File: src/rtl/mem_port_arbiter.sv
// ---------------------------------------------------------------------------
// mem_port_arbiter
//
// Shares one fixed-latency memory port between two requesters (e.g. cache
// refill engine on port 0, write-back engine on port 1). Round-robin
// arbitration grants at most one valid/ready handshake per cycle. The granted
// request is registered onto the memory request bus. A tag pipeline that
// matches the memory latency remembers who issued each request, so that the
// memory response can be steered back to that requester.
//
// Ports
//   clk, rst_n            clock, asynchronous active-low reset
//   arb_en                enables new grants (in-flight responses still drain)
//   rqN_valid/we/addr/    requester N request (N = 0, 1)
//   rqN_wdata
//   rqN_ready             combinational grant to requester N
//   rqN_resp_valid/rdata  registered response to requester N (rdata 0 on
//                         write acks and whenever the strobe is low)
//   mem_req_*             registered memory request (valid is a 1-cycle pulse)
//   mem_resp_valid/rdata  memory response, MEM_LATENCY cycles after mem_req
//   idle                  nothing in the issue register or tag pipeline
//   resp_err              sticky: memory response and tag pipeline disagreed
//   grant_cnt0/1          grants per requester (wrapping)
//   conflict_cnt          cycles with both requesters valid while enabled
// ---------------------------------------------------------------------------
module mem_port_arbiter #(
    parameter int MEM_LATENCY = 2,
    parameter int CNT_W       = 32,
    parameter int DATA_W      = 32
) (
    input  logic              clk,
    input  logic              rst_n,
    input  logic              arb_en,

    input  logic              rq0_valid,
    input  logic              rq0_we,
    input  logic [31:0]       rq0_addr,
    input  logic [DATA_W-1:0] rq0_wdata,
    output logic              rq0_ready,
    output logic              rq0_resp_valid,
    output logic [DATA_W-1:0] rq0_resp_rdata,

    input  logic              rq1_valid,
    input  logic              rq1_we,
    input  logic [31:0]       rq1_addr,
    input  logic [DATA_W-1:0] rq1_wdata,
    output logic              rq1_ready,
    output logic              rq1_resp_valid,
    output logic [DATA_W-1:0] rq1_resp_rdata,

    output logic              mem_req_valid,
    output logic              mem_req_we,
    output logic [31:0]       mem_req_addr,
    output logic [DATA_W-1:0] mem_req_wdata,
    input  logic              mem_resp_valid,
    input  logic [DATA_W-1:0] mem_resp_rdata,

    output logic              idle,
    output logic              resp_err,
    output logic [CNT_W-1:0]  grant_cnt0,
    output logic [CNT_W-1:0]  grant_cnt1,
    output logic [CNT_W-1:0]  conflict_cnt
);

    localparam int               LAST    = MEM_LATENCY;
    localparam logic [CNT_W-1:0] CNT_ONE = CNT_W'(1);

    logic prio;
    logic grant0;
    logic grant1;
    logic grant_any;
    logic conflict;

    logic [LAST:0] tag_vld_p;
    logic [LAST:0] tag_id_p;
    logic [LAST:0] tag_we_p;

    logic resp_hit;
    logic route0;
    logic route1;

    // Read data is forwarded only for a routed read; everything else is zero.
    function automatic logic [DATA_W-1:0] route_rdata(input logic              sel,
                                                      input logic [DATA_W-1:0] data);
        return sel ? data : '0;
    endfunction

    // ---- stage p0: arbitration (combinational) ----
    // A port wins if it is the only one asking or if the pointer favours it.
    // rst_n gates ready so no handshake can appear to complete during reset.
    assign rq0_ready = rst_n & arb_en & rq0_valid & (~rq1_valid | ~prio);
    assign rq1_ready = rst_n & arb_en & rq1_valid & (~rq0_valid |  prio);
    assign grant0    = rq0_ready;
    assign grant1    = rq1_ready;
    assign grant_any = grant0 | grant1;
    assign conflict  = rq0_valid & rq1_valid & arb_en;

    always_ff @(posedge clk or negedge rst_n) begin
        if (!rst_n) begin
            prio          <= 1'b0;
            mem_req_valid <= 1'b0;
            mem_req_we    <= 1'b0;
            mem_req_addr  <= '0;
            mem_req_wdata <= '0;
        end else begin
            mem_req_valid <= grant_any;
            if (grant_any) begin
                // Next turn goes to the port that was not just served.
                prio          <= grant0;
                mem_req_we    <= grant1 ? rq1_we    : rq0_we;
                mem_req_addr  <= grant1 ? rq1_addr  : rq0_addr;
                mem_req_wdata <= grant1 ? rq1_wdata : rq0_wdata;
            end
        end
    end

    // ---- stage p1..p(LAST+1): tag pipeline tracking outstanding requests ----
    // Entry 0 is loaded together with the issue register; entry LAST lines up
    // with the cycle in which the memory response is due.
    always_ff @(posedge clk or negedge rst_n) begin
        if (!rst_n) begin
            tag_vld_p <= '0;
            tag_id_p  <= '0;
            tag_we_p  <= '0;
        end else begin
            tag_vld_p[0] <= grant_any;
            tag_id_p[0]  <= grant1;
            tag_we_p[0]  <= grant1 ? rq1_we : rq0_we;
            for (int i = 1; i <= LAST; i++) begin
                tag_vld_p[i] <= tag_vld_p[i-1];
                tag_id_p[i]  <= tag_id_p[i-1];
                tag_we_p[i]  <= tag_we_p[i-1];
            end
        end
    end

    // ---- stage p(LAST+2): response routing ----
    assign resp_hit = mem_resp_valid & tag_vld_p[LAST];
    assign route0   = resp_hit & ~tag_id_p[LAST];
    assign route1   = resp_hit &  tag_id_p[LAST];

    always_ff @(posedge clk or negedge rst_n) begin
        if (!rst_n) begin
            rq0_resp_valid <= 1'b0;
            rq1_resp_valid <= 1'b0;
            rq0_resp_rdata <= '0;
            rq1_resp_rdata <= '0;
            resp_err       <= 1'b0;
        end else begin
            rq0_resp_valid <= route0;
            rq1_resp_valid <= route1;
            rq0_resp_rdata <= route_rdata(route0 & ~tag_we_p[LAST], mem_resp_rdata);
            rq1_resp_rdata <= route_rdata(route1 & ~tag_we_p[LAST], mem_resp_rdata);
            // A response without a tag, or a tag whose response never came.
            if (mem_resp_valid != tag_vld_p[LAST]) begin
                resp_err <= 1'b1;
            end
        end
    end

    // Statistics counters, wrapping.
    always_ff @(posedge clk or negedge rst_n) begin
        if (!rst_n) begin
            grant_cnt0   <= '0;
            grant_cnt1   <= '0;
            conflict_cnt <= '0;
        end else begin
            if (grant0) begin
                grant_cnt0 <= grant_cnt0 + CNT_ONE;
            end
            if (grant1) begin
                grant_cnt1 <= grant_cnt1 + CNT_ONE;
            end
            if (conflict) begin
                conflict_cnt <= conflict_cnt + CNT_ONE;
            end
        end
    end

    assign idle = ~mem_req_valid & ~(|tag_vld_p);

endmodule

File: config.mk
export PLATFORM = sky130hd
export DESIGN_NAME = mem_port_arbiter
export DESIGN_NICKNAME = d
export VERILOG_FILES = /design/src/rtl/mem_port_arbiter.sv
export SDC_FILE = /design/constraint.sdc
export NUM_CORES = 1
export LEC_CHECK = 0
export ABC_AREA = 1
export CAP_MARGIN = 0
export CORE_MARGIN = 2
export CORE_UTILIZATION = 45
export DETAILED_ROUTE_END_ITERATION = 8
export GPL_TIMING_DRIVEN = 0
export PLACE_DENSITY = 0.81
export SYNTH_ARGS = -nofsm -noshare
export SYNTH_HDL_FRONTEND = slang
export SYNTH_SLANG_ARGS = --single-unit
File: constraint.sdc
create_clock -name clk -period 1.83 [get_ports clk]
set_input_delay 0.366 -clock clk [delete_from_list [all_inputs] [get_ports clk]]
set_output_delay 0.366 -clock clk [all_outputs]
set_load 0.01 [all_outputs]
# Word-level counts from Yosys, hierarchy flattened
# Index checks and enable logic that the tools add are counted.
# Widths: inputs -> output; s select.
# totals
word_cells	49
ff_bits	239
inputBits	168
# op_classes
n_bitwise	23
n_reduce_logical	1
n_eq_ne	1
addsub	3
n_mux	5
# op_table
cell	n
$mux 32	4
$add 32x1->32 const B	3
$and 1x1->1	13
$not 1->1	7
$or 1x1->1	3
$reduce_or 3->1	1
$mux 1	1
$ne 1x1->1	1

# Logic depth before layout (Yosys ltp)
# depth
depth_word	4
mapped_depth	10
mapped_depth_nobuf	10

# Worst setup path before layout
# Ideal clock, no wire load.
# synth_timing
path_kind	reg-to-reg
from	register conflict_cnt[1]
to	register conflict_cnt[30]
t_arrival_ps	1356
path_stages_with_launch	11
setup_time_ps	113
slack_ps	361
cell_sequence	dfrtp_1 ha_1 inv_1 nor2_1 nand2_1 nor2_1 nand2_1 nor2_1 nand2_1 nand2_1 inv_1
# synth_between
elab_chain_cells	1
# synth_rtl
element	line	rtl
start, declared	62	output logic [CNT_W-1:0] conflict_cnt
start signal, assigned	175	conflict_cnt <= conflict_cnt + CNT_ONE;
$add 32x1->32	175	
# Every way passes these cells.
# A chain may end at the register's enable or synchronous reset.

# Final worst setup path
# layout_timing
from	register prio
to	output rq0_ready
# layout_between
elab_chain_cells	3
# layout_rtl
element	line	rtl
start, declared	68	logic prio;
start signal, assigned	109	prio <= grant0;
$not 1->1	91	assign rq0_ready = rst_n & arb_en & rq0_valid & (~rq1_valid | ~prio);
$or 1x1->1	91	
$and 1x1->1	91	
end, declared	39	output logic rq0_ready,
# Every way passes these cells.

==> reports/qor.txt <==
Row count: 56
Layout Skew: 0.0245 ns
Final ANT Viol Nets: 0
DIE HEIGHT: 157 um
Largest delay share family, worst path: flip-flops
Sw Share: 27.8%
Tmin final: 1.88 ns
# IOs: 400
Pre-antenna DRT Iters: 5
CTS sink cnt: 238
Most numerous cell in the Yosys netlist: dfrtp_1
Synthesis warning total: 0
Number of buffers created by CTS: 26
Main combinational cell family by area after synthesis: simple AND/OR/NAND/NOR gates
1st-iter DRT viols: 755
Top post-synthesis cells by area: dfrtp_1, nor2_1, nand2_1
Register bit total from synthesis: 238
Total track usage: 29.4%
Top_reg_cell synth: dfrtp_1
Area Overhead vs Synth: 53.7%
Commonest cells in the synthesized netlist: dfrtp_1, nor2_1, nand2_1
Area share of the largest cell type after synthesis: 56.2%
Syn_area_per_cell: 8.58 um^2
Status: complete, but fails checks
Final Total Pwr: 0.0141 W
Hold Fails Final Rpt: 58
CP max-delay cell: dfrtp_1
Post-synthesis xor/xnor area fraction: 4.79%
Placer Congestion: 0.954
Core area: 23300 um^2
Largest net degree at the start of global routing: 102
Violated checks: negative hold slack, negative setup slack
FMAX: 532 MHz
Max FO, Critical Path: 3
Crit share post-route: 103%
CTS Buffer Depth: 3
Psw: 0.00391 W
Clock power share: 37.1%
Layout cells sized above 1: 9.19%
Worst path buffer plus inverter count: 3
Via count: 10596
CTS tree: yes
Routed len/inst: 18.5 um
Die width: 157 um
Placed Cells: 1955
Post-Synth Simple-Gate Area: 25.6%
Worst-Margin Slew: 0.624 ns
Mapped Area: 10600 um^2
Seq/Total Area, Yosys: 56.2%
Int Pwr: 0.0102 W
Mux contribution to synthesized area: 0%
Crit Path Category: flop to output pin
Pwr Density: 865 nW/um^2
Compound-gate portion of the synthesized area: 6.65%
Congestion Overflow GR: 0
CP peak stage delay: 0.40 ns
Asr flop ratio synth: 100%
Setup violators final: 2
Detailed Place HPWL: 27200 um
Fin Hold WS: -0.286 ns
Initial Util: 45.4%
RSZ-0062 raised after global routing: yes
Syn Inst Count: 1236
Critical Path Source Type: flop
# DRC: 0
Routed wire length: 37900 um
Die area: 24800 um^2
Worst setup EP type: output pin
Net Count, Synth: 1408
Via density: 5.17
Critical Path AT: 1.51 ns
Worst path required time: 1.46 ns
Clk slew on worst S/H paths: 0.06 ns
Comb pwr share: 19.1%
Slew headroom: 58.4%
# fillers: 1801
Worst path cell trace: nand2_2, inv_1, nor2_4, buf_12, buf_2
First-pass GRT wire length: 55800 um
Root buffer cell: clkbuf_16
EDFF count, synth: 0
Setup ws final: -0.0500 ns
Yosys top cell by area: dfrtp_1
Final nets: 1872
Netlist cell types: 29
Fin. max-slew vios: 0
Fin cells: 2049
Peak VDD IR: 0.000579 V
Initial antenna violation count: 11
Leak: 8.38 nW
Share of power burned in registers: 43.8%
Post-Synth Adder-Cell Area: 0.472%
Number of max-cap violations: 0
Min-Delay Path Class: input port to asynchronous set/reset pin
Final core utilization: 69.8%
IO buf count: 398
Sum of negative setup slack: -0.0687 ns
Clk Latency, worst-skew pair: 0.54 ns
CTS H-tree lvls: 1
Vias in the first global route: 10361
[cell usage in the layout (no fill, tap or decap), types with 7 or more instances in the layout]
cell | synthesis | layout
nor2_4 | 5 | 7
nand3b_1 | 8 | 8
diode_2 | 0 | 11
o21ai_0 | 47 | 47
xor2_1 | 28 | 28
buf_4 | 1 | 37
inv_1 | 128 | 128
buf_2 | 20 | 15
a21oi_1 | 64 | 64
xnor2_1 | 30 | 30
dlygate4sd2_1 | 0 | 103
clkbuf_16 | 0 | 26
nand2_1 | 217 | 216
nor2_2 | 7 | 7
nand3_1 | 117 | 117
dlymetal6s2s_1 | 0 | 46
o21ai_1 | 21 | 21
nor2_1 | 225 | 223
clkdlybuf4s50_1 | 0 | 245
clkbuf_1 | 18 | 20
dfrtp_1 | 238 | 218
nand4_1 | 23 | 23
dfrtp_2 | 0 | 20
clkbuf_8 | 0 | 7
nor3_1 | 14 | 12
[flip-flops by register name (all words and copies together), names as in the netlist]
register / count
prio: 1
rq0_resp_valid: 1
grant_cnt1: 32
tag_vld_p: 3
mem_req_we: 1
grant_cnt0: 32
resp_err: 1
conflict_cnt: 32
rq1_resp_valid: 1
tag_we_p: 3
rq0_resp_rdata: 32
rq1_resp_rdata: 32
mem_req_wdata: 32
mem_req_addr: 32
tag_id_p: 3
[cell type report]
class | count | area, um^2 | area share, %
diodes | 11 | 27.5 | 0.169
inverters | 129 | 484 | 2.97
clock inverters | 9 | 86.3 | 0.530
repair buffers | 436 | 4300 | 26.4
multi-input cells | 827 | 4020 | 24.7
plain buffers | 42 | 230 | 1.41
well taps | 319 | 399 | 2.45
clock buffers | 38 | 766 | 4.70
flip-flops and latches | 238 | 5980 | 36.7
[final timing paths]
path	startpoint	end	slack, ns	cells after the start
setup / recovery	prio$_DFFE_PN0P_	rq0_ready	-0.05	5
setup reg to reg	grant_cnt0[0]$_DFFE_PN0P_	grant_cnt0[16]$_DFFE_PN0P_	0.10	10
hold reg to reg	tag_we_p[0]$_DFF_PN0_	tag_we_p[1]$_DFF_PN0_	0.35	0
hold / removal	rst_n	mem_req_wdata[7]$_DFFE_PN0P_	-0.29	1
min in group clk	arb_en	conflict_cnt[1]$_DFFE_PN0P_	0.28	5
max in group asynchronous	rst_n	grant_cnt0[14]$_DFFE_PN0P_	1.25	2
[stage by stage]
stage               cell area (um^2)  worst slack, ns
finish                         16300          -0.0500
global route                   16300          -0.0969
CTS                            16100           -0.114
detailed placement             15000            -1.13
global placement               15000           -11.22
floorplan                      10600            0.361
[routing by layer]
metal,vias to the layer above,global-route usage (%),share of wire (%),wire length (um)
li1,4886,-,-,-
met1,5021,33.1,36,13600
met2,558,49.8,49,18700
met3,131,7.87,9.0,3410
met4,0,17.7,5.9,2220
met5,-,0,0,0
[timing repair]
action | in CTS | in global routing
resized for setup | 149 | 62
hold endpoints to repair | 58 | 58
pin swaps | 4 | 1
setup buffers | 34 | 2
endpoints found under the setup margin | 141 | 80
[worst reg2reg max path, delay by kind of cell (launching register included)]
kind / cells / cell delay (ns)
adders and majority gates: 1 / 0.16
DFF: 1 / 0.40
buffers and inverters: 2 / 0.10
and+or+nand+nor: 7 / 0.95
[cells by family after synthesis]
family,after synthesis
compound gates,138
xor+xnor,58
fa+ha+maj,4
flops,238
buf+inv,171
simple gates,627
[power groups by stage]
stage	clock (W)	combinational (W)	sequential, W
finish	0.00522	0.00270	0.00617
global route	0.00548	0.00291	0.00622
CTS	0.00525	0.00272	0.00616
detailed placement	0	0.00276	0.00627
global placement	0	0.00270	0.00627
floorplan	0	0.000691	0.00644
(Power assumes the default switching activity.)
